--- config.mk ---
export PLATFORM = sky130hd
export DESIGN_NAME = fetch_unit_flat
export DESIGN_NICKNAME = d
export VERILOG_FILES = /design/src/rtl/fetch_unit_if.sv /design/src/rtl/fetch_unit.sv /design/src/flat_wrapper.sv
export SDC_FILE = /design/constraint.sdc
export NUM_CORES = 1
export LEC_CHECK = 0
export BUFFER_PORTS_ARGS = -buffer_cell sky130_fd_sc_hd__buf_2
export CAP_MARGIN = 10
export CELL_PAD_IN_SITES_DETAIL_PLACEMENT = 0
export CELL_PAD_IN_SITES_GLOBAL_PLACEMENT = 1
export CORE_UTILIZATION = 39
export DETAILED_ROUTE_END_ITERATION = 12
export GPL_ROUTABILITY_DRIVEN = 0
export PLACE_DENSITY_LB_ADDON = 0.1
export SYNTH_ARGS = -nofsm -noshare
export SYNTH_HDL_FRONTEND = slang
export SYNTH_SLANG_ARGS = --single-unit
--- constraint.sdc ---
create_clock -name clk -period 9.25 [get_ports clk]
set_input_delay 0.4625 -clock clk [delete_from_list [all_inputs] [get_ports clk]]
set_output_delay 0.4625 -clock clk [all_outputs]
set_load 0.1 [all_outputs]
--- src/rtl/fetch_unit_if.sv ---
// fetch_unit_if: imem, redirect and decode handshake signals of the fetch stage
interface fetch_unit_if #(
    parameter int N       = 64,
    parameter int IMEM_AW = 6
);
    logic [IMEM_AW-1:0] imem_addr;
    logic [31:0]        imem_q;
    logic               redirect_valid;
    logic [N-1:0]       redirect_pc;
    logic               instr_valid;
    logic               instr_ready;
    logic [31:0]        instr;
    logic [N-1:0]       instr_pc;
    modport master (
        output imem_addr, instr_valid, instr, instr_pc,
        input  imem_q, redirect_valid, redirect_pc, instr_ready
    );
    modport slave (
        input  imem_addr, instr_valid, instr, instr_pc,
        output imem_q, redirect_valid, redirect_pc, instr_ready
    );
endinterface

--- src/rtl/fetch_unit.sv ---
// fetch_unit: LEGv8 fetch PC, imem addressing and DEPTH-entry instruction buffer
module fetch_unit #(
    parameter int N       = 64,
    parameter int IMEM_AW = 6,
    parameter int DEPTH   = 2
) (
    input logic          clk,
    input logic          reset,
    fetch_unit_if.master bus
);
    localparam int PW = DEPTH > 1 ? $clog2(DEPTH) : 1;
    localparam int CW = $clog2(DEPTH + 1);

    logic [N-1:0]  pc_q, pc_d;
    logic [N-1:0]  bpc_q [DEPTH];
    logic [31:0]   bins_q [DEPTH];
    logic [PW-1:0] rptr_q, rptr_d, wptr_q, wptr_d;
    logic [CW-1:0] cnt_q, cnt_d;
    logic          push, pop;

    function automatic logic [PW-1:0] inc(input logic [PW-1:0] p);
        return p == PW'(DEPTH - 1) ? '0 : p + 1'b1;
    endfunction

    // redirect wins: buffer flushed, no push, target PC word-aligned
    always_comb begin
        pop    = bus.instr_valid & bus.instr_ready;
        push   = ~bus.redirect_valid & (cnt_q < CW'(DEPTH) | pop);
        pc_d   = bus.redirect_valid ? bus.redirect_pc & ~N'(3) : push ? pc_q + N'(4) : pc_q;
        rptr_d = bus.redirect_valid ? '0 : pop ? inc(rptr_q) : rptr_q;
        wptr_d = bus.redirect_valid ? '0 : push ? inc(wptr_q) : wptr_q;
        cnt_d  = bus.redirect_valid ? '0 : cnt_q + CW'(push) - CW'(pop);
    end

    always_ff @(posedge clk) begin
        if (reset) begin
            pc_q   <= '0;
            rptr_q <= '0;
            wptr_q <= '0;
            cnt_q  <= '0;
            for (int i = 0; i < DEPTH; i++) begin
                bpc_q[i]  <= '0;
                bins_q[i] <= '0;
            end
        end else begin
            pc_q   <= pc_d;
            rptr_q <= rptr_d;
            wptr_q <= wptr_d;
            cnt_q  <= cnt_d;
            if (push) begin
                bpc_q[wptr_q]  <= pc_q;
                bins_q[wptr_q] <= bus.imem_q;
            end
        end
    end

    assign bus.imem_addr   = pc_q[IMEM_AW+1:2];
    assign bus.instr_valid = cnt_q != '0;
    assign bus.instr       = bins_q[rptr_q];
    assign bus.instr_pc    = bpc_q[rptr_q];
endmodule
--- src/flat_wrapper.sv ---
// flat-port wrapper written by rule: the top's interface ports become plain ports
module fetch_unit_flat 
#(
    parameter int N       = 64,
    parameter int IMEM_AW = 6,
    parameter int DEPTH   = 2
)
  (clk, reset, bus_imem_addr, bus_instr_valid, bus_instr, bus_instr_pc, bus_imem_q, bus_redirect_valid, bus_redirect_pc, bus_instr_ready);
  fetch_unit_if #(.N(N), .IMEM_AW(IMEM_AW)) bus_i ();
  input logic clk;
  input logic reset;
  output wire logic [$bits(bus_i.imem_addr)-1:0] bus_imem_addr;
  output wire logic [$bits(bus_i.instr_valid)-1:0] bus_instr_valid;
  output wire logic [$bits(bus_i.instr)-1:0] bus_instr;
  output wire logic [$bits(bus_i.instr_pc)-1:0] bus_instr_pc;
  input wire logic [$bits(bus_i.imem_q)-1:0] bus_imem_q;
  input wire logic [$bits(bus_i.redirect_valid)-1:0] bus_redirect_valid;
  input wire logic [$bits(bus_i.redirect_pc)-1:0] bus_redirect_pc;
  input wire logic [$bits(bus_i.instr_ready)-1:0] bus_instr_ready;
  assign bus_imem_addr = bus_i.imem_addr;
  assign bus_instr_valid = bus_i.instr_valid;
  assign bus_instr = bus_i.instr;
  assign bus_instr_pc = bus_i.instr_pc;
  assign bus_i.imem_q = bus_imem_q;
  assign bus_i.redirect_valid = bus_redirect_valid;
  assign bus_i.redirect_pc = bus_redirect_pc;
  assign bus_i.instr_ready = bus_instr_ready;
  fetch_unit #(.N(N), .IMEM_AW(IMEM_AW), .DEPTH(DEPTH)) u_core (.clk(clk), .reset(reset), .bus(bus_i));
endmodule
==> impl_metrics.ini, run 1 <==
[timing]
grt_setup_unrepaired = false
finalClockSkew_ns = 0.01117
worst_slew_pin_slew_ns = 1.020
drv_slew = 0
slew_headroom = 0.3200
setup_violations = 0
holdWs_ns = 0.1522
finalCritPeriodShare = 0.3608
min_period_ns = 3.337
hold_violations = 0
fmax_mhz = 299.6
tns_ns = 0

[logic_synthesis]
synth_edf_count = 188
yosysUniqueCellTypes = 57
ys.flop_type = edfxtp_1
syn_area_um2 = 12130
seq_area_frac_synth = 0.5761
ys_ff_latch = 255
synthCells = 1034
synth_top_area_frac = 0.4655
yosysWarnings = 0
ys_top_cells_by_area = edfxtp_1, dfxtp_1, and2_1
synth_area_per_cell_um2 = 11.73
synth_top_cell_by_area = edfxtp_1
async_reset_ff_frac = 0

[power]
static-leakage-power_nw = 5.529
pwr_density_cell_nw_per_um2 = 208.0
peakVddDrop_v = 0.0001424

[clocking]
clk_latency_ns = 0.56
post-cts-setup-buffer-count = 0
numCtsBuffers = 29
cts_resized = 0
postCtsHoldBufs = 0
clk_pin_slew_worst_paths_ns = 0.06
cts_buffer_depth = 3
h-tree-depth = 1
cts-root-buf = clkbuf_16
cts_tree = done
cts.sinks = 255

[detailed_routing]
viasPerCell = 5.198
route.detailed.drc = 0
drtIter0Drc = 519
wl_mm = 31.53
first_pass_iters = 4
post_drt_wl_per_cell_um = 19.60
via_count = 8364
ant_nets = 0

[cells_and_area]
nFillCells = 2900
seqCellArea_um2 = 6990
post-route-util = 0.4671
mostFrequentLayoutCell = buf_2
fin_nets = 1293
area_growth_pct = 17.82
multi_input_area_um2 = 4758
layout_common_cells = buf_2, and2_1, edfxtp_1
antennaDiodeCount = 0
layout-drive-gt1-share = 0.2943

[critical_path]
arrival_ns = 3.79
cp-start-kind = flop
crit_type = flop to flop
cp_data_required_time_ns = 9.70
worstSetupEndpointType = flop
critPathMaxFanout = 13

[global_routing]
grt_pass1_wl_mm = 47.95
met1_usage = 0.2763
overflow = 0
antenna_found_initial = 0
met3_usage = 0.02728
grtUsageMet2 = 0.3224
top_usage_layer = met2
grtUsageTotal = 0.1971
grt_pass1_vias = 8279
grt_max_degree = 95

[die]
die_x_um = 178.3
start_util = 0.3964
core_um2 = 30590
die_area_um2 = 31800
rows = 64
ios = 203
dieHeight_um = 178.3

[hold_path]
hold_class = primary input to flop

[flow_run]
cap_viol_max_count = 0

[placed_design]
portBuffers = 198
post-dp-hpwl_mm = 19.48

[status]
status = complete, no violations
cells by family (layout without fill, tap and decap cells):
| logic type | count (synthesis) | count (layout) | share of synthesized area |
|---|---|---|---|
| simple gates | 450 | 450 | 0.2155 |
| flops | 255 | 255 | 0.5761 |
| buf+inv | 102 | 280 | 0.03446 |
| mux | 96 | 96 | 0.08894 |
| compound gates | 95 | 95 | 0.05840 |
| xor+xnor | 32 | 32 | 0.02311 |
| fa+ha+maj | 3 | 3 | 0.003096 |
| other cells | 1 | 2 | 0.0003092 |
layout make-up:
class	count	area share
flip-flops and latches	255	0.4893
multi-input cells	678	0.3330
repair buffers	210	0.07566
clock buffers	37	0.05359
well taps	396	0.03468
clock inverters	17	0.009545
inverters	16	0.004204
through the flow:
step	std cells	setup WS [ns]	total power, W	area (µm²)
after detailed placement	1555	5.651	0.001902	13390
after floorplan	1035	0.5911	0.001795	12130
final	1609	5.913	0.002971	14290
after CTS	1609	5.863	0.003006	14290
after global routing	1609	5.693	0.003076	14290
after global placement	1555	5.671	0.001897	13390
synth_stat cells, drive strengths merged (3+ instances only):
cell type	instances
a311oi	15
and3	11
or2	4
nand2	51
nand4	27
dfxtp	67
or4	8
xor2	10
clkbuf	70
o2111a	5
inv	16
o21ai	16
a211oi	25
nor4b	8
buf	16
o31ai	4
a2111oi	11
nor4	22
edfxtp	188
and4	12
nor2b	4
mux2	94
xnor2	22
nand3	23
ha	3
nor2	51
nor3	20
or3	9
and2	192
a21oi	10
final timing paths:
check,slack [ns],from,to,cells after the start
max,5.91,u_core.pc_q[7]$_SDFFE_PP0P_,u_core.pc_q[44]$_SDFFE_PP0P_,5
min,0.15,bus_redirect_pc[4],u_core.pc_q[4]$_SDFFE_PP0P_,3
max reg2reg,5.91,u_core.pc_q[7]$_SDFFE_PP0P_,u_core.pc_q[44]$_SDFFE_PP0P_,5
min reg2reg,0.55,u_core.rptr_q$_SDFFE_PP0P_,flop,2
state kept, by name, indices dropped and copies added (netlist names), named ones only:
signal / count
u_core.wptr_q: 1
u_core.bins_q: 64
u_core.bpc_q: 124
u_core.cnt_q: 2
u_core.pc_q: 62
u_core.rptr_q: 1
worst max-delay path: stages, from the launching register on:
cell and delay, ns:
dfxtp_1 0.52, and2_0 0.40, nand4_1 0.70, or4_1 0.92
or4b_1 0.57, o2111a_1 0.13
where the power goes:
group	switching, W	total, W	internal, W	leakage, nW
clock	0.000459	0.00110	0.000638	0.440
sequential	0.0000509	0.00135	0.00130	2.56
combinational	0.000410	0.000519	0.000109	2.53
total	0.000920	0.00297	0.00205	5.53
layer usage:
layer / wire length [µm] / vias up
met4: 614 / 0
met1: 15060 / 4055
li1: - / 4081
met2: 14500 / 194
met5: 0 / -
met3: 1350 / 34
Note: power is estimated with default switching activity, not from simulation.
==> run 2: changes to the inputs <==
Clock period 9.25 ns to 3.21 ns, I/O delays scaled along.
==> run 2 against run 1 <==
Effect of this change: worst setup slack worse by 5.6 ns; routed wire length up 2.0%; register-to-register slack lost 5.6 ns; largest power group unchanged; first-iteration DRC count is 26% lower; sequential power increased to 2.9 times the previous value; critical path depth is the same; sequential cell count did not move; critical path type unchanged.
==> impl_metrics.ini, run 2 (synthesis gave the netlist of run 1 again) <==
[placed_design]
place_inst = 1570
portBuffers = 198
post-dp-hpwl_mm = 20.22

[detailed_routing]
drtIter0Drc = 385
wl_mm = 32.16
viasPerCell = 5.106
first_pass_iters = 4
route.detailed.drc = 0
post_drt_wl_per_cell_um = 18.75
ant_nets = 0
via_count = 8757

[timing]
finalClockSkew_ns = 0.01407
fmax_mhz = 342.8
drv_slew = 0
holdWs_ns = 0.01488
finalCritPeriodShare = 0.9086
grt_setup_unrepaired = false
worst_slew_pin_slew_ns = 0.9675
slew_headroom = 0.3550
min_period_ns = 2.917
setup_violations = 0
hold_violations = 0

[critical_path]
crit_type = flop to flop
critPathMaxFanout = 8
arrival_ns = 3.36
worstSetupEndpointType = flop
cp_data_required_time_ns = 3.65
cp-start-kind = flop
r2r_start = u_core.pc_q[2]$_SDFFE_PP0P_
regToRegSetupSlack_ns = 0.29
r2r_cells = 5
r2r_end = u_core.pc_q[47]$_SDFFE_PP0P_

[global_routing]
overflow = 0
grt_pass1_vias = 8641
grt_max_degree = 95
antenna_found_initial = 1
grtUsageTotal = 0.2000
grt_pass1_wl_mm = 48.83

[clocking]
cts.sinks = 255
cts_tree = done
cts_buffer_depth = 3
post-cts-setup-buffer-count = 0
cts-root-buf = clkbuf_16
clk_pin_slew_worst_paths_ns = 0.06
clk_latency_ns = 0.55
numCtsBuffers = 29
h-tree-depth = 1

[hold_path]
worstHoldEndpoint = u_core.pc_q[48]$_SDFFE_PP0P_
whs_path_depth = 3
hold_path.startpoint = bus_redirect_pc[48]
hold_class = primary input to flop

[cells_and_area]
largest_reg_flops = 124
layout-drive-gt1-share = 0.2926
multi_input_area_um2 = 4750
post_layout_nonfiller_instances = 1715
fin_nets = 1399
nFillCells = 2848
seqCellArea_um2 = 6992
regMostFlops = u_core.bpc_q
mostFrequentLayoutCell = buf_2
antennaDiodeCount = 0
layout_common_cells = buf_2, and2_1, edfxtp_1
top_regs = u_core.bpc_q x124, u_core.bins_q x64, u_core.pc_q x62
area_growth_pct = 27.25

[die]
start_util = 0.3964
die_area_um2 = 31800
core_um2 = 30590
rows = 64
die_x_um = 178.3
dieHeight_um = 178.3
ios = 203

[power]
peakVddDrop_v = 0.0003923
static-leakage-power_nw = 6.046
pwr_density_cell_nw_per_um2 = 577.4

[flow_run]
cap_viol_max_count = 0

[status]
status = complete, no violations
-- run 2: changes by cell type in the layout (fill, tap and decap cells not counted), moves of 2 or more --
cell | previous run | this run
bufinv_16 | 2 | 4
clkinvlp_4 | 0 | 2
clkinv_2 | 3 | 8
dlygate4sd3_1 | 0 | 91
buf_4 | 12 | 24
clkbuf_8 | 1 | 4
clkinv_1 | 11 | 2
clkbuf_1 | 7 | 3
buf_12 | 0 | 3
-- run 2: critical path, stage by stage (launching register included) --
cell      delay [ns]
dfxtp_1         0.49
nand2_1         0.16
nor3_1          0.64
nand4_1         0.59
or4b_2          0.80
o2111a_1        0.14
-- run 2: how the worst max path moves through the flow --
stage / start / endpoint / slack (ns) / depth (start not counted)
after floorplan: u_core.cnt_q[1]$_SDFF_PP0_ / u_core.bins_q[0][0]$_SDFFCE_PN0P_ / -0.25 / 3
after global placement: u_core.pc_q[2]$_SDFFE_PP0P_ / u_core.pc_q[47]$_SDFFE_PP0P_ / 0.48 / 5
after detailed placement: u_core.pc_q[6]$_SDFFE_PP0P_ / u_core.pc_q[47]$_SDFFE_PP0P_ / 0.31 / 5
after CTS: u_core.pc_q[6]$_SDFFE_PP0P_ / u_core.pc_q[47]$_SDFFE_PP0P_ / 0.31 / 5
after global routing: u_core.pc_q[6]$_SDFFE_PP0P_ / u_core.pc_q[47]$_SDFFE_PP0P_ / 0.17 / 5
final: u_core.pc_q[2]$_SDFFE_PP0P_ / u_core.pc_q[47]$_SDFFE_PP0P_ / 0.29 / 5
-- run 2: per-layer routing --
metal	up-vias	routed length, µm	track usage
met5	-	0	0
met4	0	544	0.04167
met3	36	1414	0.02899
met2	214	14800	0.3283
met1	4219	15400	0.2796
li1	4288	-	-
-- run 2: timing repair --
item | 4_1_cts | 5_1_grt
hold buffers | 91 | 0
endpoints found under the hold margin | 123 | 0
gates resized for setup | 0 | 0
-- run 2: report_power, final --
part	total [W]	switching, W	internal [W]
Sequential	0.00389	0.000132	0.00375
Combinational	0.00161	0.00121	0.000399
Clock	0.00341	0.00134	0.00207
Total	0.00891	0.00269	0.00622
-- run 2: per-stage QoR --
step | total power, W | setup slack, ns | setup TNS (ns) | instance area [µm²] | utilization
6_report | 0.008910 | 0.2933 | 0 | 15430 | 0.5045
5_1_grt | 0.009212 | 0.1675 | 0 | 15430 | 0.5045
4_1_cts | 0.008998 | 0.3084 | 0 | 15430 | 0.5045
3_5_place_dp | 0.005492 | 0.3146 | 0 | 13530 | 0.4422
3_3_place_gp | 0.005479 | 0.4848 | 0 | 13530 | 0.4422
2_1_floorplan | 0.005166 | -0.2515 | -23.64 | 12160 | -
-- run 2: final cells by class --
class                           instances  share of cell area
Sequential cell                       255              0.4531
Multi-Input combinational cell        678              0.3078
Timing Repair Buffer                  316              0.1388
Clock buffer                           36             0.05133
Tap cell                              396             0.03211
Clock inverter                         18             0.01297
Inverter                               16            0.003892
